<file path="src/rtl/mc_maindec_pkg.sv">
// rtl/mc_maindec_pkg.sv - shared opcodes, state enumeration and control encodings for mc_maindec
// Optional feature macro: MC_ADDI_EN (adds the addi states and decode)
package mc_maindec_pkg;

  localparam logic [5:0] OP_RTYPE = 6'b000000;
  localparam logic [5:0] OP_J     = 6'b000010;
  localparam logic [5:0] OP_BEQ   = 6'b000100;
  localparam logic [5:0] OP_ADDI  = 6'b001000;
  localparam logic [5:0] OP_LW    = 6'b100011;
  localparam logic [5:0] OP_SW    = 6'b101011;

  typedef enum logic [1:0] {
    ALUOP_ADD   = 2'b00,
    ALUOP_SUB   = 2'b01,
    ALUOP_FUNCT = 2'b10
  } aluop_t;

  typedef enum logic [1:0] {
    SRCB_REG   = 2'b00,
    SRCB_FOUR  = 2'b01,
    SRCB_IMM   = 2'b10,
    SRCB_IMMSH = 2'b11
  } alusrcb_t;

  typedef enum logic [1:0] {
    PCSRC_ALU    = 2'b00,
    PCSRC_ALUOUT = 2'b01,
    PCSRC_JUMP   = 2'b10
  } pcsrc_t;

  typedef enum logic [3:0] {
    S_FETCH   = 4'd0,
    S_DECODE  = 4'd1,
    S_MEMADR  = 4'd2,
    S_MEMRD   = 4'd3,
    S_MEMWB   = 4'd4,
    S_MEMWR   = 4'd5,
    S_EXECUTE = 4'd6,
    S_ALUWB   = 4'd7,
    S_BRANCH  = 4'd8,
`ifdef MC_ADDI_EN
    S_ADDIEX  = 4'd9,
    S_ADDIWB  = 4'd10,
`endif
    S_JUMP    = 4'd11
  } state_t;

  typedef struct packed {
    logic     iord;
    logic     irwrite;
    logic     pcwrite;
    logic     branch;
    logic     memwrite;
    logic     regwrite;
    logic     regdst;
    logic     memtoreg;
    logic     alusrca;
    alusrcb_t alusrcb;
    pcsrc_t   pcsrc;
    aluop_t   aluop;
  } ctrl_t;

endpackage

</file>
<file path="src/rtl/mc_maindec_if.sv">
// rtl/mc_maindec_if.sv - opcode/handshake inputs and control outputs of the main decoder
interface mc_maindec_if;

  logic [5:0] op;
  logic       mem_ready;
  logic       iord;
  logic       irwrite;
  logic       pcwrite;
  logic       branch;
  logic       memwrite;
  logic       regwrite;
  logic       regdst;
  logic       memtoreg;
  logic       alusrca;
  logic [1:0] alusrcb;
  logic [1:0] pcsrc;
  logic [1:0] aluop;
  logic       illegal;

  modport master (
    input  op, mem_ready,
    output iord, irwrite, pcwrite, branch, memwrite, regwrite, regdst,
           memtoreg, alusrca, alusrcb, pcsrc, aluop, illegal
  );

  modport slave (
    output op, mem_ready,
    input  iord, irwrite, pcwrite, branch, memwrite, regwrite, regdst,
           memtoreg, alusrca, alusrcb, pcsrc, aluop, illegal
  );

endinterface

</file>
<file path="src/rtl/mc_ctrl_rom.sv">
// rtl/mc_ctrl_rom.sv - pure state-to-control-word decode for the multicycle main decoder
// Optional feature macro: MC_ADDI_EN (decodes the addi states)
module mc_ctrl_rom
  import mc_maindec_pkg::*;
(
  input  state_t state,
  output ctrl_t  ctrl
);

  always_comb begin
    ctrl = '0;
    case (state)
      S_FETCH: begin
        ctrl.alusrcb = SRCB_FOUR;
        ctrl.irwrite = 1'b1;
        ctrl.pcwrite = 1'b1;
      end
      S_DECODE: begin
        ctrl.alusrcb = SRCB_IMMSH;
      end
`ifdef MC_ADDI_EN
      S_MEMADR, S_ADDIEX: begin
`else
      S_MEMADR: begin
`endif
        ctrl.alusrca = 1'b1;
        ctrl.alusrcb = SRCB_IMM;
      end
      S_MEMRD: begin
        ctrl.iord = 1'b1;
      end
      S_MEMWB: begin
        ctrl.memtoreg = 1'b1;
        ctrl.regwrite = 1'b1;
      end
      S_MEMWR: begin
        ctrl.iord     = 1'b1;
        ctrl.memwrite = 1'b1;
      end
      S_EXECUTE: begin
        ctrl.alusrca = 1'b1;
        ctrl.aluop   = ALUOP_FUNCT;
      end
      S_ALUWB: begin
        ctrl.regdst   = 1'b1;
        ctrl.regwrite = 1'b1;
      end
      S_BRANCH: begin
        ctrl.alusrca = 1'b1;
        ctrl.aluop   = ALUOP_SUB;
        ctrl.pcsrc   = PCSRC_ALUOUT;
        ctrl.branch  = 1'b1;
      end
`ifdef MC_ADDI_EN
      S_ADDIWB: begin
        ctrl.regwrite = 1'b1;
      end
`endif
      S_JUMP: begin
        ctrl.pcsrc   = PCSRC_JUMP;
        ctrl.pcwrite = 1'b1;
      end
      default: ctrl = '0;
    endcase
  end

endmodule

</file>
<file path="src/rtl/mc_maindec.sv">
// rtl/mc_maindec.sv - multicycle main decoder FSM: state register, sequencing, mem_ready qualification
// Optional feature macro: MC_ADDI_EN (addi support; otherwise op=001000 is illegal)
module mc_maindec
  import mc_maindec_pkg::*;
(
  input  logic          clk,
  input  logic          reset,
  mc_maindec_if.master  bus
);

  state_t state;
  state_t state_n;
  ctrl_t  ctrl;
  logic   illegal_op;
  logic   fetch_stall;

  always_ff @(posedge clk or posedge reset) begin
    if (reset) state <= S_FETCH;
    else       state <= state_n;
  end

  always_comb begin
    state_n    = state;
    illegal_op = 1'b0;
    case (state)
      S_FETCH: if (bus.mem_ready) state_n = S_DECODE;
      S_DECODE: begin
        case (bus.op)
          OP_LW, OP_SW: state_n = S_MEMADR;
          OP_RTYPE:     state_n = S_EXECUTE;
          OP_BEQ:       state_n = S_BRANCH;
`ifdef MC_ADDI_EN
          OP_ADDI:      state_n = S_ADDIEX;
`endif
          OP_J:         state_n = S_JUMP;
          default: begin
            state_n    = S_FETCH;
            illegal_op = 1'b1;
          end
        endcase
      end
      S_MEMADR:  state_n = (bus.op == OP_LW) ? S_MEMRD : S_MEMWR;
      S_MEMRD:   if (bus.mem_ready) state_n = S_MEMWB;
      S_MEMWR:   if (bus.mem_ready) state_n = S_FETCH;
      S_EXECUTE: state_n = S_ALUWB;
`ifdef MC_ADDI_EN
      S_ADDIEX:  state_n = S_ADDIWB;
`endif
      default:   state_n = S_FETCH;
    endcase
  end

  mc_ctrl_rom u_rom (
    .state (state),
    .ctrl  (ctrl)
  );

  // A stalled fetch must not advance PC/IR; reset also masks every write strobe.
  assign fetch_stall = (state == S_FETCH) && !bus.mem_ready;

  assign bus.iord     = ctrl.iord;
  assign bus.irwrite  = ctrl.irwrite  & ~fetch_stall & ~reset;
  assign bus.pcwrite  = ctrl.pcwrite  & ~fetch_stall & ~reset;
  assign bus.branch   = ctrl.branch   & ~reset;
  assign bus.memwrite = ctrl.memwrite & ~reset;
  assign bus.regwrite = ctrl.regwrite & ~reset;
  assign bus.regdst   = ctrl.regdst;
  assign bus.memtoreg = ctrl.memtoreg;
  assign bus.alusrca  = ctrl.alusrca;
  assign bus.alusrcb  = ctrl.alusrcb;
  assign bus.pcsrc    = ctrl.pcsrc;
  assign bus.aluop    = ctrl.aluop;
  assign bus.illegal  = illegal_op & ~reset;

endmodule

</file>
<file path="src/flat_wrapper.sv">
// flat-port wrapper written by rule: the top's interface ports become plain ports
module mc_maindec_flat import mc_maindec_pkg::*;
  (clk, reset, bus_op, bus_mem_ready, bus_iord, bus_irwrite, bus_pcwrite, bus_branch, bus_memwrite, bus_regwrite, bus_regdst, bus_memtoreg, bus_alusrca, bus_alusrcb, bus_pcsrc, bus_aluop, bus_illegal);
  mc_maindec_if bus_i ();
  input  logic clk;
  input  logic reset;
  input wire logic [$bits(bus_i.op)-1:0] bus_op;
  input wire logic [$bits(bus_i.mem_ready)-1:0] bus_mem_ready;
  output wire logic [$bits(bus_i.iord)-1:0] bus_iord;
  output wire logic [$bits(bus_i.irwrite)-1:0] bus_irwrite;
  output wire logic [$bits(bus_i.pcwrite)-1:0] bus_pcwrite;
  output wire logic [$bits(bus_i.branch)-1:0] bus_branch;
  output wire logic [$bits(bus_i.memwrite)-1:0] bus_memwrite;
  output wire logic [$bits(bus_i.regwrite)-1:0] bus_regwrite;
  output wire logic [$bits(bus_i.regdst)-1:0] bus_regdst;
  output wire logic [$bits(bus_i.memtoreg)-1:0] bus_memtoreg;
  output wire logic [$bits(bus_i.alusrca)-1:0] bus_alusrca;
  output wire logic [$bits(bus_i.alusrcb)-1:0] bus_alusrcb;
  output wire logic [$bits(bus_i.pcsrc)-1:0] bus_pcsrc;
  output wire logic [$bits(bus_i.aluop)-1:0] bus_aluop;
  output wire logic [$bits(bus_i.illegal)-1:0] bus_illegal;
  assign bus_i.op = bus_op;
  assign bus_i.mem_ready = bus_mem_ready;
  assign bus_iord = bus_i.iord;
  assign bus_irwrite = bus_i.irwrite;
  assign bus_pcwrite = bus_i.pcwrite;
  assign bus_branch = bus_i.branch;
  assign bus_memwrite = bus_i.memwrite;
  assign bus_regwrite = bus_i.regwrite;
  assign bus_regdst = bus_i.regdst;
  assign bus_memtoreg = bus_i.memtoreg;
  assign bus_alusrca = bus_i.alusrca;
  assign bus_alusrcb = bus_i.alusrcb;
  assign bus_pcsrc = bus_i.pcsrc;
  assign bus_aluop = bus_i.aluop;
  assign bus_illegal = bus_i.illegal;
  mc_maindec u_core (.clk(clk), .reset(reset), .bus(bus_i));
endmodule
</file>
<file path="config.mk">
export PLATFORM = sky130hd
export DESIGN_NAME = mc_maindec_flat
export DESIGN_NICKNAME = d
export VERILOG_FILES = /design/src/rtl/mc_maindec_pkg.sv /design/src/rtl/mc_maindec_if.sv /design/src/rtl/mc_ctrl_rom.sv /design/src/rtl/mc_maindec.sv /design/src/flat_wrapper.sv
export SDC_FILE = /design/constraint.sdc
export NUM_CORES = 1
export LEC_CHECK = 0
export BUFFER_PORTS_ARGS = -buffer_cell sky130_fd_sc_hd__buf_2
export CAP_MARGIN = 20
export CORE_AREA = 2 2 39 41
export DETAILED_ROUTE_END_ITERATION = 7
export DIE_AREA = 0 0 41 43
export PLACE_DENSITY = 0.66
export SLEW_MARGIN = 0
export SYNTH_ARGS = -nofsm -noshare
export SYNTH_HDL_FRONTEND = slang
export SYNTH_SLANG_ARGS = --single-unit
</file>
<file path="constraint.sdc">
create_clock -name clk -period 3.3 [get_ports clk]
set_input_delay 0 -clock clk [delete_from_list [all_inputs] [get_ports clk]]
set_output_delay 0 -clock clk [all_outputs]
set_load 0.05 [all_outputs]
</file>
-- Word-level counts from Yosys, hierarchy flattened
Cells that the tools add are included.
- bitwise logic cells: 10
- mux-type cells: 20
- reduce and logical (&&, ||, !) cells: 11
- equal/unequal tests: 16
- operators by type and width (operator ; number):
    one-hot mux 4 bit (6 select lines) ; 1
    equality test 4 x 3 -> 1 bit (second input constant) ; 4
    one-hot mux 4 bit (4 select lines) ; 1
    equality test 6 bit (second input constant) ; 2
    two-way mux 4 bit ; 3
    two-way mux 1 bit ; 11
    bitwise AND 1 bit ; 8
    equality test 4 x 2 -> 1 bit (second input constant) ; 2
    equality test 4 bit (second input constant) ; 2
    one-hot mux 2 bit (2 select lines) ; 2
    OR reduction 2 bit ; 4
    equality test 6 x 2 -> 1 bit (second input constant) ; 1
    equality test 6 x 3 -> 1 bit (second input constant) ; 1
    logical NOT 6 bit ; 1
    != test 2 bit (second input constant) ; 3
    one-hot mux 2 bit (3 select lines) ; 1
    OR reduction 5 bit ; 1
    equality test 4 x 1 -> 1 bit (second input constant) ; 1
    logical NOT 4 bit ; 1
    two-way mux 3 bit ; 1
    AND reduction 3 bit ; 1
    OR reduction 3 bit ; 1
    NOT 1 bit ; 2
    logical AND 1 bit ; 1
    logical NOT 1 bit ; 1
- bits in registers: 4
- input bits: 9
- output and inout bits: 16
- word-level logic and storage cells: 58

-- Logic depth before layout (Yosys ltp)
- depth in word-level cells: 5
- mapped depth: 5
- gate-level depth less buffers: 4

-- Cells and area by module
A second synthesis with hierarchy kept.
- cell total of the unflattened synthesis: 71
- area total of the unflattened synthesis: 616.8 um2
- by module, submodules not included (module ; sequential area each (um2) ; cells each ; times used ; area each (um2)):
    mc_maindec ; 100.1 ; 46 ; 1 ; 397.9
    mc_ctrl_rom ; 0.0 ; 25 ; 1 ; 219.0

-- Worst setup path after synthesis
No wires, ideal clock.
- path kind: reg2out
- start point: register u_core.state[0]
- end point: output port bus_branch
- stages on the path, launching flop included: 5
- data arrival time: 2.960 ns
- required time: 3.300 ns
- slack: 0.340 ns
- buffers on the path: 2
- cells stage by stage: dfrtp_1 buf_4 clkbuf_1 nor4b_1 and2_1
- word-level cells in the longest chain between the ends: 3
- ends and longest elaborated chain (what ; line ; source):
    from (decl) ; mc_maindec.sv:11 ; state_t state;
    from (signal assigned) ; mc_maindec.sv:19 ; else state <= state_n;
    equality test 4 bit ; mc_ctrl_rom.sv:12 ; case (state)
    two-way mux 1 bit ; mc_ctrl_rom.sv:12 ;
    bitwise AND 1 bit ; mc_maindec.sv:64 ; assign bus.branch = ctrl.branch & ~reset;
    to (decl) ; flat_wrapper.sv:12 ; output wire logic [$bits(bus_i.branch)-1:0] bus_branch;
No other way between the ends.

-- Worst setup path after layout
- start point: register u_core.state[0]
- end point: output port bus_illegal
- word-level cells in the longest chain between the ends: 3
- ends and longest elaborated chain (what ; line ; source):
    equality test 4 x 1 -> 1 bit ; mc_maindec.sv:25 ; case (state)
    two-way mux 1 bit ; mc_maindec.sv:25 ;
    bitwise AND 1 bit ; mc_maindec.sv:73 ; assign bus.illegal = illegal_op & ~reset;
    to (decl) ; flat_wrapper.sv:21 ; output wire logic [$bits(bus_i.illegal)-1:0] bus_illegal;
No other way between the ends.

==> summary.md <==
| Metric | Value |
|---|---|
| Fill cells | 152 |
| Mapped Area | 484 sq um |
| Max Cap Violations | 0 |
| Met1 GRT Util | 23.2% |
| Critical Path Sink Type | primary output |
| Longest Clk Path Bufs | 2 |
| Fin area | 634 sq um |
| Crit start category | register |
| Hold path start | bus_op[4] |
| Die height | 43 um |
| Biggest register | u_core.state |
| Chip width | 41 um |
| Largest registers | u_core.state (4) |
| Crit path required time | 3.30 ns |
| CTS tree | done |
| DR vias/cell | 5.80 |
| Synthesized netlist cell count | 67 |
| FF-to-FF End | u_core.state[2]$_DFFE_PP0P_ |
| Syn Nets | 76 |
| CP Max Fanout | 17 |
| Pin count of the biggest net entering global routing | 18 |
| Yosys top cell area share | 20.7% |
| Distinct cells, synth | 31 |
| Launch point of the worst reg-to-reg path | u_core.state[0]$_DFFE_PP0P_ |
| Worst slack at placement | 1.59 ns |
| H-tree levels | 1 |
| Max FFs per register | 4 |
| Final Total Pwr | 0.215 mW |
| CTS sink cnt | 4 |
| Share of layout cells above drive strength 1 | 34.4% |
| Layout Nets | 101 |
| Placer Congestion | 0.947 |
| Area growth, synth to finish | 31.0% |
| DRC | 0 |
| Register area share after synthesis | 20.7% |
| GRT overflow | 0 |
| Leak Pwr | 0.309 nW |
| Top cell type by total area after synthesis | dfrtp_1 |
| VDD IR max | 0.149 mV |
| Crit path setup slack, layout | 1.36 ns |
| Gr usage total | 16.2% |
| GRT busiest layer | met2 |
| Vias in the first global route | 437 |
| End of the worst hold path | u_core.state[3]$_DFFE_PP0P_ |
| Synth Register Bits | 4 |
| Initial antenna violation count | 0 |
| Clk Latency, worst-skew pair | 0.22 ns |
| Initial core utilization | 35.0% |
| Root buf cell | clkbuf_4 |
| Placed inst area | 602 sq um |
| Final period util | 58.8% |
| Core Rows | 14 |
| Final hold viol count | 0 |
| Achievable Freq | 515 MHz |
| Final Slew Violations | 0 |
| First-pass GRT wire length | 2.01 mm |
| CTS buffer count | 3 |
| Avg Synthesized Cell Area | 7.23 sq um |
| Arr. time, crit path | 1.94 ns |
| Depth of the worst register-to-register path | 4 |
| Postcts setup bufs | 0 |
| I/O Buffers | 24 |
| Power per Cell Area | 339 mW/mm^2 |
| Final setup fails | 0 |
| Wire length per cell | 12.1 um |
| Synth top area cells | dfrtp_1 (21%), nor4b_1 (7.2%), nor3_1 (6.2%), nor2_1 (4.7%), a21oi_1 (4.1%) |
| R2R Setup Slk | 1.56 ns |
| Worst-Margin Slew | 0.458 ns |
| Final period demand of the worst path | 1.94 ns |
| Post-route ant nets | 0 |
| Detailed Place HPWL | 964 um |
| M3 GR Usage | 4.71% |
| M2 GR Usage | 24.4% |
| Total Die Area | 0.00176 sq mm |
| Core box area | 0.00138 sq mm |
| CP Class | reg2out |
| Drt first pass iters | 4 |
| Antenna cells | 0 |
| Post-layout util | 45.8% |
| Setup_tns | 0 ns |
| Worst slew margin | 69.5% |
| Skew final | 0.0000529 ns |
| Total number of vias | 615 |
| Routed WL | 1.29 mm |
| WHS Path Cells | 2 |
| 1st-iter DRT viols | 11 |
| RSZ-0062 raised after global routing | false |
| I/O pin total | 25 |
| YS warnings | 0 |
| Status | complete, no violations |
| Min-delay worst type | in2reg |
| Clock-pin slew on the worst setup and hold paths | 0.04 ns |
-- final cells by class --
cell class / instances / area, sq um / share of cell area (%)
Clock buffer: 3 / 22.5 / 3.55
Timing Repair Buffer: 25 / 130 / 20.5
Tap cell: 16 / 20.0 / 3.16
Inverter: 4 / 15.0 / 2.37
Multi-Input combinational cell: 54 / 347 / 54.6
Sequential cell: 4 / 100 / 15.8
-- routing by layer --
layer / wire length (um) / part of all wire [%]
met1: 544 / 42
met2: 658 / 51
met4: 0 / 0
met3: 83 / 6.5
met5: 0 / 0
-- layout by cell type (no fill, tap or decap), types with 3 or more instances in the layout --
cell type	count
buf_2	24
nor2_1	6
nand2_1	3
dfrtp_1	4
clkbuf_4	3
nor3_1	6
inv_1	4
a21oi_1	4
nor4b_1	4
nor4_1	3
-- logic make-up (layout without fill, tap and decap cells) --
kind of cell	Yosys count	after routing	share of synthesized area, %
compound gates	14	14	20.7
xor+xnor	2	2	3.62
buf+inv	9	32	7.75
flops	4	4	20.7
simple gates	38	38	47.3
-- Yosys cell counts, drive strengths merged --
cell	n
clkbuf	4
dfrtp	4
or4b	1
a211oi	1
nor2	6
a21oi	4
nand2	3
or2b	1
o21ba	1
inv	4
a31oi	2
or2	1
or4	2
nor2b	2
and3	1
a32o	1
buf	1
nand2b	2
nor4	3
o22ai	1
xnor2	2
or3	2
nor3b	1
a21o	1
and2	2
nor4b	4
nand3	1
o32ai	1
nor3	6
o21ai	2
-- report_power, final --
group          total, mW  leakage [nW]  switching (mW)  internal, mW
combinational     0.0939         0.241          0.0614        0.0325
sequential        0.0642        0.0541          0.0120        0.0522
clock             0.0572        0.0138          0.0167        0.0405
total              0.215         0.309          0.0901         0.125
-- critical path, cell delays in order, from the launching register on --
cell	delay, ns
dfrtp_1	0.61
or4b_4	0.55
nor4_1	0.24
buf_2	0.31
-- what timing repair did --
action	4_1_cts	5_1_grt
setup endpoints to repair	0	0
hold buffers	1	0
hold endpoints to repair	4	0
resized for setup	0	0
-- worst max-delay path by stage --
stage	slack (ns)	endpoint	from	depth (start not counted)
6_report	1.36	bus_illegal	u_core.state[0]$_DFFE_PP0P_	3
5_1_grt	1.26	bus_pcwrite	u_core.state[2]$_DFFE_PP0P_	4
4_1_cts	1.35	bus_illegal	u_core.state[0]$_DFFE_PP0P_	3
3_5_place_dp	1.59	u_core.state[2]$_DFFE_PP0P_	u_core.state[0]$_DFFE_PP0P_	4
3_3_place_gp	1.60	u_core.state[2]$_DFFE_PP0P_	u_core.state[0]$_DFFE_PP0P_	4
2_1_floorplan	0.34	bus_branch	u_core.state[0]$_DFFE_PP0P_	4
-- per-stage QoR --
stage / hold slack (ns) / instances
after global placement: -0.0408 / 102
after CTS: 0.00259 / 106
final: 0.0125 / 106
after detailed placement: -0.0459 / 102
after floorplan: -0.220 / 67
after global routing: 0.00361 / 106
(Power assumes the default switching activity.)
